**src/rtl/control_sequencer.sv**
```systemverilog
// Hardwired fetch/decode/execute sequencer. It issues one registered control
// word per clock to the ALU, the datapath registers and memory.
//
//  state | meaning
//  IDLE  | waiting for run
//  F1    | MAR <- PC
//  F2    | PC+1, MBR <- M[MAR]
//  F3    | IR <- MBR
//  DEC   | decode ir_opcode (word 0)
//  E1-E5 | execute steps; the word depends on the latched instruction kind
//  HALT  | sticky stop, left only through reset
module control_sequencer #(
  parameter int CNT_W      = 16,
  parameter int RESET_IDLE = 1
) (
  input  logic             clk,
  input  logic             rst,
  input  logic             run,
  input  logic [7:0]       ir_opcode,
  input  logic [7:0]       flag,
  output logic [31:0]      control_signal,
  output logic             halted,
  output logic [3:0]       state_dbg,
  output logic [CNT_W-1:0] instr_count
);

  typedef enum logic [3:0] {
    S_IDLE = 4'd0, S_F1 = 4'd1, S_F2 = 4'd2, S_F3 = 4'd3, S_DEC = 4'd4,
    S_E1 = 4'd5, S_E2 = 4'd6, S_E3 = 4'd7, S_E4 = 4'd8, S_E5 = 4'd9,
    S_HALT = 4'd15
  } state_t;

  typedef enum logic [2:0] {K_NONE, K_STORE, K_LOAD, K_BIN, K_JMP} kind_t;

  localparam logic [31:0] C_MAR_PC  = 32'h0000_0001;
  localparam logic [31:0] C_PC_INC  = 32'h0000_0002;
  localparam logic [31:0] C_RD      = 32'h0000_0004;
  localparam logic [31:0] C_IR      = 32'h0000_0008;
  localparam logic [31:0] C_MAR_IR  = 32'h0000_0010;
  localparam logic [31:0] C_BR      = 32'h0000_0020;
  localparam logic [31:0] C_MBR_ACC = 32'h0000_0040;
  localparam logic [31:0] C_WR      = 32'h0000_0080;
  localparam logic [31:0] C_PC_IR   = 32'h0000_0100;
  localparam logic [31:0] C_ACC_MBR = 32'h0000_0200;
  localparam logic [31:0] C_MR      = 32'h0001_0000;
  localparam logic [31:0] C_ADD     = 32'h0040_0000;
  localparam logic [31:0] C_SUB     = 32'h0080_0000;
  localparam logic [31:0] C_AND     = 32'h0100_0000;
  localparam logic [31:0] C_OR      = 32'h0200_0000;
  localparam logic [31:0] C_NOT     = 32'h0400_0000;
  localparam logic [31:0] C_SHL     = 32'h0800_0000;
  localparam logic [31:0] C_SHR     = 32'h1000_0000;
  localparam logic [31:0] C_MPY     = 32'h2000_0000;
  localparam logic [31:0] C_SAL     = 32'h4000_0000;
  localparam logic [31:0] C_SAR     = 32'h8000_0000;

  state_t      state, state_nxt;
  kind_t       kind, kind_nxt;
  logic [31:0] op_bits, op_nxt;
  logic        jmp_take, take_nxt;
  logic [31:0] ctrl_nxt;
  logic        finish, bump;

  // Only flag[0] (ACC negative) steers the sequencer.
  logic unused_flag;
  assign unused_flag = ^flag[7:1];

  // State, latched decode and registered outputs.
  always_ff @(posedge clk or negedge rst) begin
    if (!rst) begin
      state          <= S_IDLE;
      kind           <= K_NONE;
      op_bits        <= '0;
      jmp_take       <= 1'b0;
      control_signal <= '0;
      instr_count    <= '0;
    end else begin
      state          <= state_nxt;
      kind           <= kind_nxt;
      op_bits        <= op_nxt;
      jmp_take       <= take_nxt;
      control_signal <= ctrl_nxt;
      if (bump) instr_count <= instr_count + CNT_W'(1);
    end
  end

  // Next state, decode, and the control word for the state being entered.
  always_comb begin
    state_nxt = state;
    kind_nxt  = kind;
    op_nxt    = op_bits;
    take_nxt  = jmp_take;
    finish    = 1'b0;
    bump      = 1'b0;
    case (state)
      S_IDLE: if (run || RESET_IDLE == 0) state_nxt = S_F1;
      S_F1:   state_nxt = S_F2;
      S_F2:   state_nxt = S_F3;
      S_F3:   state_nxt = S_DEC;
      S_DEC: begin
        kind_nxt = K_NONE;
        op_nxt   = '0;
        take_nxt = 1'b0;
        case (ir_opcode)
          8'h01: begin kind_nxt = K_STORE; state_nxt = S_E1; end
          8'h02: begin kind_nxt = K_LOAD;  state_nxt = S_E1; end
          8'h03: begin kind_nxt = K_BIN; op_nxt = C_ADD;        state_nxt = S_E1; end
          8'h04: begin kind_nxt = K_BIN; op_nxt = C_SUB;        state_nxt = S_E1; end
          8'h08: begin kind_nxt = K_BIN; op_nxt = C_MPY | C_MR; state_nxt = S_E1; end
          8'h0A: begin kind_nxt = K_BIN; op_nxt = C_AND;        state_nxt = S_E1; end
          8'h0B: begin kind_nxt = K_BIN; op_nxt = C_OR;         state_nxt = S_E1; end
          8'h0C: begin op_nxt = C_NOT; state_nxt = S_E4; end
          8'h0D: begin op_nxt = C_SHR; state_nxt = S_E4; end
          8'h0E: begin op_nxt = C_SHL; state_nxt = S_E4; end
          8'h0F: begin op_nxt = C_SAL; state_nxt = S_E4; end
          8'h10: begin op_nxt = C_SAR; state_nxt = S_E4; end
          8'h06: begin kind_nxt = K_JMP; take_nxt = 1'b1;     state_nxt = S_E1; end
          8'h05: begin kind_nxt = K_JMP; take_nxt = ~flag[0]; state_nxt = S_E1; end
          8'h07: begin state_nxt = S_HALT; bump = 1'b1; end
          default: finish = 1'b1;
        endcase
      end
      S_E1:   if (kind == K_JMP) finish = 1'b1; else state_nxt = S_E2;
      S_E2:   state_nxt = S_E3;
      S_E3:   if (kind == K_BIN) state_nxt = S_E4; else finish = 1'b1;
      S_E4:   state_nxt = S_E5;
      S_E5:   finish = 1'b1;
      S_HALT: state_nxt = S_HALT;
      default: state_nxt = S_IDLE;
    endcase
    if (finish) begin
      bump      = 1'b1;
      state_nxt = run ? S_F1 : S_IDLE;
    end

    ctrl_nxt = '0;
    case (state_nxt)
      S_F1: ctrl_nxt = C_MAR_PC;
      S_F2: ctrl_nxt = C_PC_INC | C_RD;
      S_F3: ctrl_nxt = C_IR;
      S_E1: ctrl_nxt = (kind_nxt == K_JMP) ? (take_nxt ? C_PC_IR : '0) : C_MAR_IR;
      S_E2: ctrl_nxt = (kind_nxt == K_STORE) ? C_MBR_ACC : C_RD;
      S_E3: ctrl_nxt = (kind_nxt == K_STORE) ? C_WR :
                       (kind_nxt == K_LOAD)  ? C_ACC_MBR : C_BR;
      S_E4, S_E5: ctrl_nxt = op_nxt;
      default: ctrl_nxt = '0;
    endcase
  end

  assign halted    = (state == S_HALT);
  assign state_dbg = state;

endmodule
```
**config.mk**
```make
export PLATFORM = sky130hd
export DESIGN_NAME = control_sequencer
export DESIGN_NICKNAME = d
export VERILOG_FILES = /design/src/rtl/control_sequencer.sv
export SDC_FILE = /design/constraint.sdc
export NUM_CORES = 1
export LEC_CHECK = 0
export CELL_PAD_IN_SITES_DETAIL_PLACEMENT = 1
export CELL_PAD_IN_SITES_GLOBAL_PLACEMENT = 1
export CORE_UTILIZATION = 52
export DETAILED_ROUTE_END_ITERATION = 10
export DONT_BUFFER_PORTS = 1
export PLACE_DENSITY = 0.84
export SLEW_MARGIN = 25
export SYNTH_ARGS = -nofsm -noshare
export SYNTH_HDL_FRONTEND = slang
export SYNTH_SLANG_ARGS = --single-unit
```
**constraint.sdc**
```tcl
create_clock -name clk -period 3.7 [get_ports clk]
set_clock_uncertainty 0.2 [all_clocks]
set_input_delay 0.74 -clock clk [delete_from_list [all_inputs] [get_ports clk]]
set_output_delay 0.74 -clock clk [all_outputs]
set_load 0.05 [all_outputs]
```
==> results of run 1 <==
==> final cells by class <==
cell class / instances / area [sq um]
multi-input cells: 229 / 1460
flip-flops and latches: 87 / 2180
clock inverters: 5 / 63.8
fillers: 758 / 2770
well taps: 96 / 120
repair buffers: 9 / 87.6
clock buffers: 11 / 141
inverters: 23 / 86.3
==> metal layers <==
metal / global-route usage [%] / part of all wire, % / up-vias
li1: - / - / 1216
met1: 33.5 / 44 / 1346
met2: 38.8 / 51 / 42
met3: 6.35 / 3.2 / 12
met4: 8.94 / 1.4 / 0
met5: 0 / 0 / -
==> state kept, by name (all words and copies together) (netlist names) <==
signal	cells
op_bits	32
control_signal	32
kind	3
instr_count	16
state_dbg	4
==> through the flow <==
stage | power [mW] | worst slack, ns | hold slack, ns | utilization [%] | cell area [sq um]
after floorplan | 1.73 | 0.695 | 0.226 | - | 3790
after global placement | 1.86 | 0.855 | 0.238 | 56.5 | 3900
after detailed placement | 1.88 | 0.858 | 0.246 | 56.5 | 3900
after CTS | 2.59 | 0.952 | 0.0941 | 59.9 | 4130
after global routing | 2.70 | 0.763 | 0.0884 | 59.9 | 4130
final | 2.57 | 0.972 | 0.0853 | 59.9 | 4130
==> power breakdown <==
| group | total, mW | switching, mW | leakage (nW) | internal (mW) |
|---|---|---|---|---|
| clock network | 0.684 | 0.347 | 0.101 | 0.337 |
| logic | 0.591 | 0.373 | 0.650 | 0.218 |
| registers | 1.30 | 0.276 | 1.19 | 1.02 |
| total | 2.57 | 0.996 | 1.94 | 1.58 |
==> synth_stat cells, types with 4 or more instances <==
cell type,count
clkbuf_1,8
o21ai_0,13
nand4_1,4
nor2b_1,26
dfrtp_1,87
nor3_1,8
and2_1,13
a22o_1,5
nand2_1,40
inv_1,23
nor3b_1,4
nor2_1,25
buf_2,5
xor2_1,5
a21oi_1,12
xnor2_1,10
==> path summary, 6_finish.rpt <==
path / start / to / slack (ns) / cells past startpoint
min in group clk: op_bits[1] / op_bits[1] / 0.27 / 2
hold / removal: rst / instr_count[14] / 0.09 / 1
setup reg to reg: state_dbg[3] / control_signal[3] / 0.97 / 5
max in group asynchronous: rst / instr_count[1] / 2.89 / 1
setup / recovery: state_dbg[3] / control_signal[3] / 0.97 / 5
hold reg to reg: op_bits[1] / op_bits[1] / 0.27 / 2
==> cells by family (layout without fill, tap and decap cells) <==
kind of cell             after synthesis  count (layout)
flip-flops                            87              87
XOR/XNOR                              15              15
buffers and inverters                 38              48
AND/OR/NAND/NOR                      145             145
adder cells (fa/ha/maj)                1               1
multiplexers                           3               3
AO/OA/AOI/OAI                         65              65
==> worst max-delay path, stage by stage (launching register included) <==
cell and delay, ns:
dfrtp_1 0.57, or4b_1 0.59, a311oi_2 0.39, or2_1 0.25, or3b_4 0.42, o32ai_1 0.17
==> timing repair <==
| action | in CTS | in global routing |
|---|---|---|
| setup buffers | 0 | 0 |
| endpoints found under the setup margin | 0 | 0 |
| hold buffers | 1 | 0 |
| endpoints found under the hold margin | 87 | 0 |
| gates resized for setup | 0 | 0 |
==> metrics, run 1 <==
top cells by area, synth dfrtp_1, nor2b_1, nand2_1, nor2_1, xnor2_1; core area 6910 sq um; Period minus WS final 2.73 ns; Max Slew Vio Count 0; Adder-Cell Fraction of Synth Area 0.330%; status completed; Avg WL per Cell 18.3 microns; post-synthesis mux area share 0.826%; gr ovfl total 0; Via Count 2616; initial antenna violation count 0; Die X 87.3 microns; Synth Area in Compound Gates 12.5%; Final Setup Violations 0; largest family of logic cells by synthesized area simple AND/OR/NAND/NOR gates; DIE HEIGHT 87.3 microns; Yosys cell types 62; Syn Nets 374; H-Tree Depth 3; Synth area leader dfrtp_1; GPL Wtd Cong 0.880; initial drt markers 150; XOR/XNOR Fraction of Synth Area 3.47%; Yosys reg bits 87; Root Driver clkbuf_8; Final Hold Viols 0; CP Capture Type flip-flop; TNS Setup 0 ns; count of input and output buffers 0; FFs w/ async S/R, synth 100%; post-synthesis cell area 3790 sq um; Max Fanout on Critical Path 31; post-synth top area share 57.5%; largest net degree at the start of global routing 88; Seq/Total Area, Yosys 57.5%; hold crit path type primary input to async pin; Peak VDD IR 0.000367 V; crit path DAT 2.75 ns; Leak 1.94 nW; Synth Instances 354; row count 30; non-filler cells, final 460; Num CTS Buffers 9; CTS tree done; DR vias/cell 5.69; drt total wl 8400 microns; GRT Total Usage 24.8%; total clock sinks 87; DIE AREA 7630 sq um; RSZ-0062 raised after global routing no; vias in the first global route 2734; slew of the pin with the lowest slew margin 0.727 ns; maximum clock path buffer count 2; hpwl dp 5490 microns; Residual DRC 0; share of cells above drive strength 1 11.3%; Startpoint Class flip-flop; critical path class flip-flop to flip-flop; Clock transition at path regs 0.09 ns; Main synth FF type dfrtp_1; Final nets 379; Worst EP required 3.72 ns; placed instance count 443; commonest non-fill, non-tap cell in the layout dfrtp_1; number of synthesized flops with an enable pin 0; Fmax 367 MHz; TritonRoute pass-1 iters 4; Synth-to-Final Area Change 9.19%; Mean Syn Cell Area 10.7 sq um; clock latency on the worst-skew pair 0.36 ns; Final ANT Viol Nets 0; first-pass GRT wire length 14200 microns; simple-gate area share of the yosys netlist 21.3%; Initial Util 54.8%; ANT cells 0; Max transition margin 51.2%; PwrDens 622 nW/um^2; I/O pins 72; yosys warns 0; most frequent cells in the layout dfrtp_1, nand2_1, nor2b_1, nor2_1, inv_1; period utilisation layout 73.7%; max-cap viol count 0
(Power assumes the default switching activity.)
==> run 2, diff against run 1 <==
Settings changed: CORE_UTILIZATION 52 to 49, PLACE_DENSITY 0.84 to 0.8.
Clock period 3.7 ns to 2.6 ns, I/O delays scaled along.
==> metrics, run 2 (synthesized netlist as in run 1, its figures left out) <==
worst path cell trace or4b_1 > buf_4 > a21oi_1 > a21oi_1 > o311a_1 > o21ai_0 > o2bb2ai_1 (was or4b_1 > a311oi_2 > or2_1 > or3b_4 > o32ai_1); status finished with violations (was completed); count of input and output buffers 0 (unchanged); slew of the pin with the lowest slew margin 0.631 ns (was 0.727 ns); largest net degree at the start of global routing 88 (unchanged); total clock sinks 87 (unchanged); postcts setup bufs 0 (unchanged); RSZ-0062 raised after global routing no (unchanged); worst hold slack -0.354 ns (was 0.0853 ns); Fmax 405 MHz (was 367 MHz); largest registers control_signal (32), op_bits (32), instr_count (16) (unchanged); Initial Util 51.4% (was 54.8%); DR vias/cell 5.68 (was 5.69); Final Setup Violations 0 (unchanged); maximum clock path buffer count 2 (unchanged); Final Hold Viols 87 (was 0); critical path class flip-flop to flip-flop (unchanged); non-filler cells, final 481 (was 460); crit path DAT 2.55 ns (was 2.75 ns); Worst path max stage delay 0.60 ns (was 0.59 ns); max-cap viol count 0 (unchanged); GR peak layer met2 (unchanged); Max transition margin 57.5% (was 51.2%); TritonRoute pass-1 iters 6 (was 4); placed instance count 465 (was 443); Leak 2.01 nW (was 1.94 nW); first-pass GRT wire length 15600 microns (was 14200 microns); period utilisation layout 95.0% (was 73.7%); initial drt markers 190 (was 150); violated checks negative hold slack; CP Capture Type flip-flop (unchanged); Synth-to-Final Area Change 12.9% (was 9.19%); Peak VDD IR 0.000683 V (was 0.000367 V); commonest non-fill, non-tap cell in the layout dfrtp_1 (unchanged); met1 Resource Use GR 30.5% (was 33.5%); Startpoint Class flip-flop (unchanged); PwrDens 886 nW/um^2 (was 622 nW/um^2); TNS Setup 0 ns (unchanged); Worst EP required 2.68 ns (was 3.72 ns); gr ovfl total 0 (unchanged); vias in the first global route 2962 (was 2734); cell mode on critical path a21oi_1; hold crit path type primary input to async pin (unchanged); CTS tree done (unchanged); drt total wl 9310 microns (was 8400 microns); met2 Usage GRT 43.7% (was 38.8%); Root Driver clkbuf_8 (unchanged); row count 31 (was 30); GPL Wtd Cong 0.916 (was 0.880); Slowest-stage cell, CP or4b_1 (unchanged); DIE AREA 8080 sq um (was 7630 sq um); Max Slew Vio Count 0 (unchanged); Die X 89.9 microns (was 87.3 microns); grt met3 use 5.50% (was 6.35%); share of cells above drive strength 1 16.8% (was 11.3%); most frequent cells in the layout dfrtp_1, nand2_1, buf_4, nor2b_1, nor2_1 (was dfrtp_1, nand2_1, nor2b_1, nor2_1, inv_1); Max Fanout on Critical Path 38 (was 31); core area 7370 sq um (was 6910 sq um); Final nets 398 (was 379); DIE HEIGHT 89.9 microns (was 87.3 microns); Clock transition at path regs 0.09 ns (about the same); clock latency on the worst-skew pair 0.36 ns (about the same); H-Tree Depth 3 (unchanged); Num CTS Buffers 9 (unchanged); Residual DRC 0 (unchanged); ANT cells 0 (unchanged); Period minus WS final 2.47 ns (was 2.73 ns); hpwl dp 6250 microns (was 5490 microns); Avg WL per Cell 19.3 microns (was 18.3 microns); Via Count 2734 (was 2616); I/O pins 72 (unchanged); Final ANT Viol Nets 0 (unchanged); initial antenna violation count 0 (unchanged); GRT Total Usage 24.7% (was 24.8%)
## run 2: cell type report
class | instances | area (sq um)
multi-input cells | 230 | 1490
repair buffers | 27 | 203
flip-flops and latches | 87 | 2180
clock inverters | 6 | 70.1
well taps | 99 | 124
fillers | 799 | 3090
inverters | 23 | 86.3
clock buffers | 9 | 124
## run 2: path summary, 6_finish.rpt
| kind | startpoint | cells past startpoint | slack (ns) | endpoint |
|---|---|---|---|---|
| min in group clk | run | 1 | 0.13 | state_dbg[0] |
| hold / removal | rst | 0 | -0.35 | control_signal[12] |
| hold reg to reg | op_bits[7] | 2 | 0.26 | op_bits[7] |
| setup reg to reg | state_dbg[3] | 7 | 0.13 | control_signal[2] |
| max in group asynchronous | rst | 0 | 2.40 | state_dbg[2] |
| setup / recovery | state_dbg[3] | 7 | 0.13 | control_signal[2] |
## run 2: worst max-delay path: cells and delay by family, from the launching register on
kind	cells	cell delay [ns]
and+or+nand+nor	1	0.60
buffers and inverters	1	0.31
AOI/OAI and AO/OA	5	0.78
DFF	1	0.49
## run 2: metrics by stage
step                worst slack [ns]  hold WS (ns)  area [sq um]  util [%]  total power, mW
floorplan                     0.0325        0.0244          3790         -             2.47
global placement              0.0822        0.0262          4050      54.9             2.77
detailed placement            0.0236        0.0260          4050      54.9             2.82
CTS                           0.0335        -0.364          4240      57.6             3.77
global route                  0.0127        -0.383          4280      58.0             3.97
finish                         0.131        -0.354          4280      58.0             3.79
## run 2: per-layer routing
layer / wire (microns) / part of all wire (%) / vias up
met5: 0 / 0 / -
met4: 131 / 1.4 / 0
met3: 350 / 3.8 / 12
met2: 4800 / 52 / 58
met1: 4030 / 43 / 1414
li1: - / - / 1250
## run 2: what timing repair did
action	CTS	global route
resized for setup	0	5
endpoints found under the hold margin	87	87
endpoints found under the setup margin	0	30
## run 2: where the power goes
group | total [mW] | switching, mW | internal, mW | leakage (nW)
Sequential | 1.69 | 0.233 | 1.46 | 1.19
Clock | 0.947 | 0.502 | 0.445 | 0.0883
Combinational | 1.15 | 0.736 | 0.413 | 0.736
Total | 3.79 | 1.47 | 2.32 | 2.01
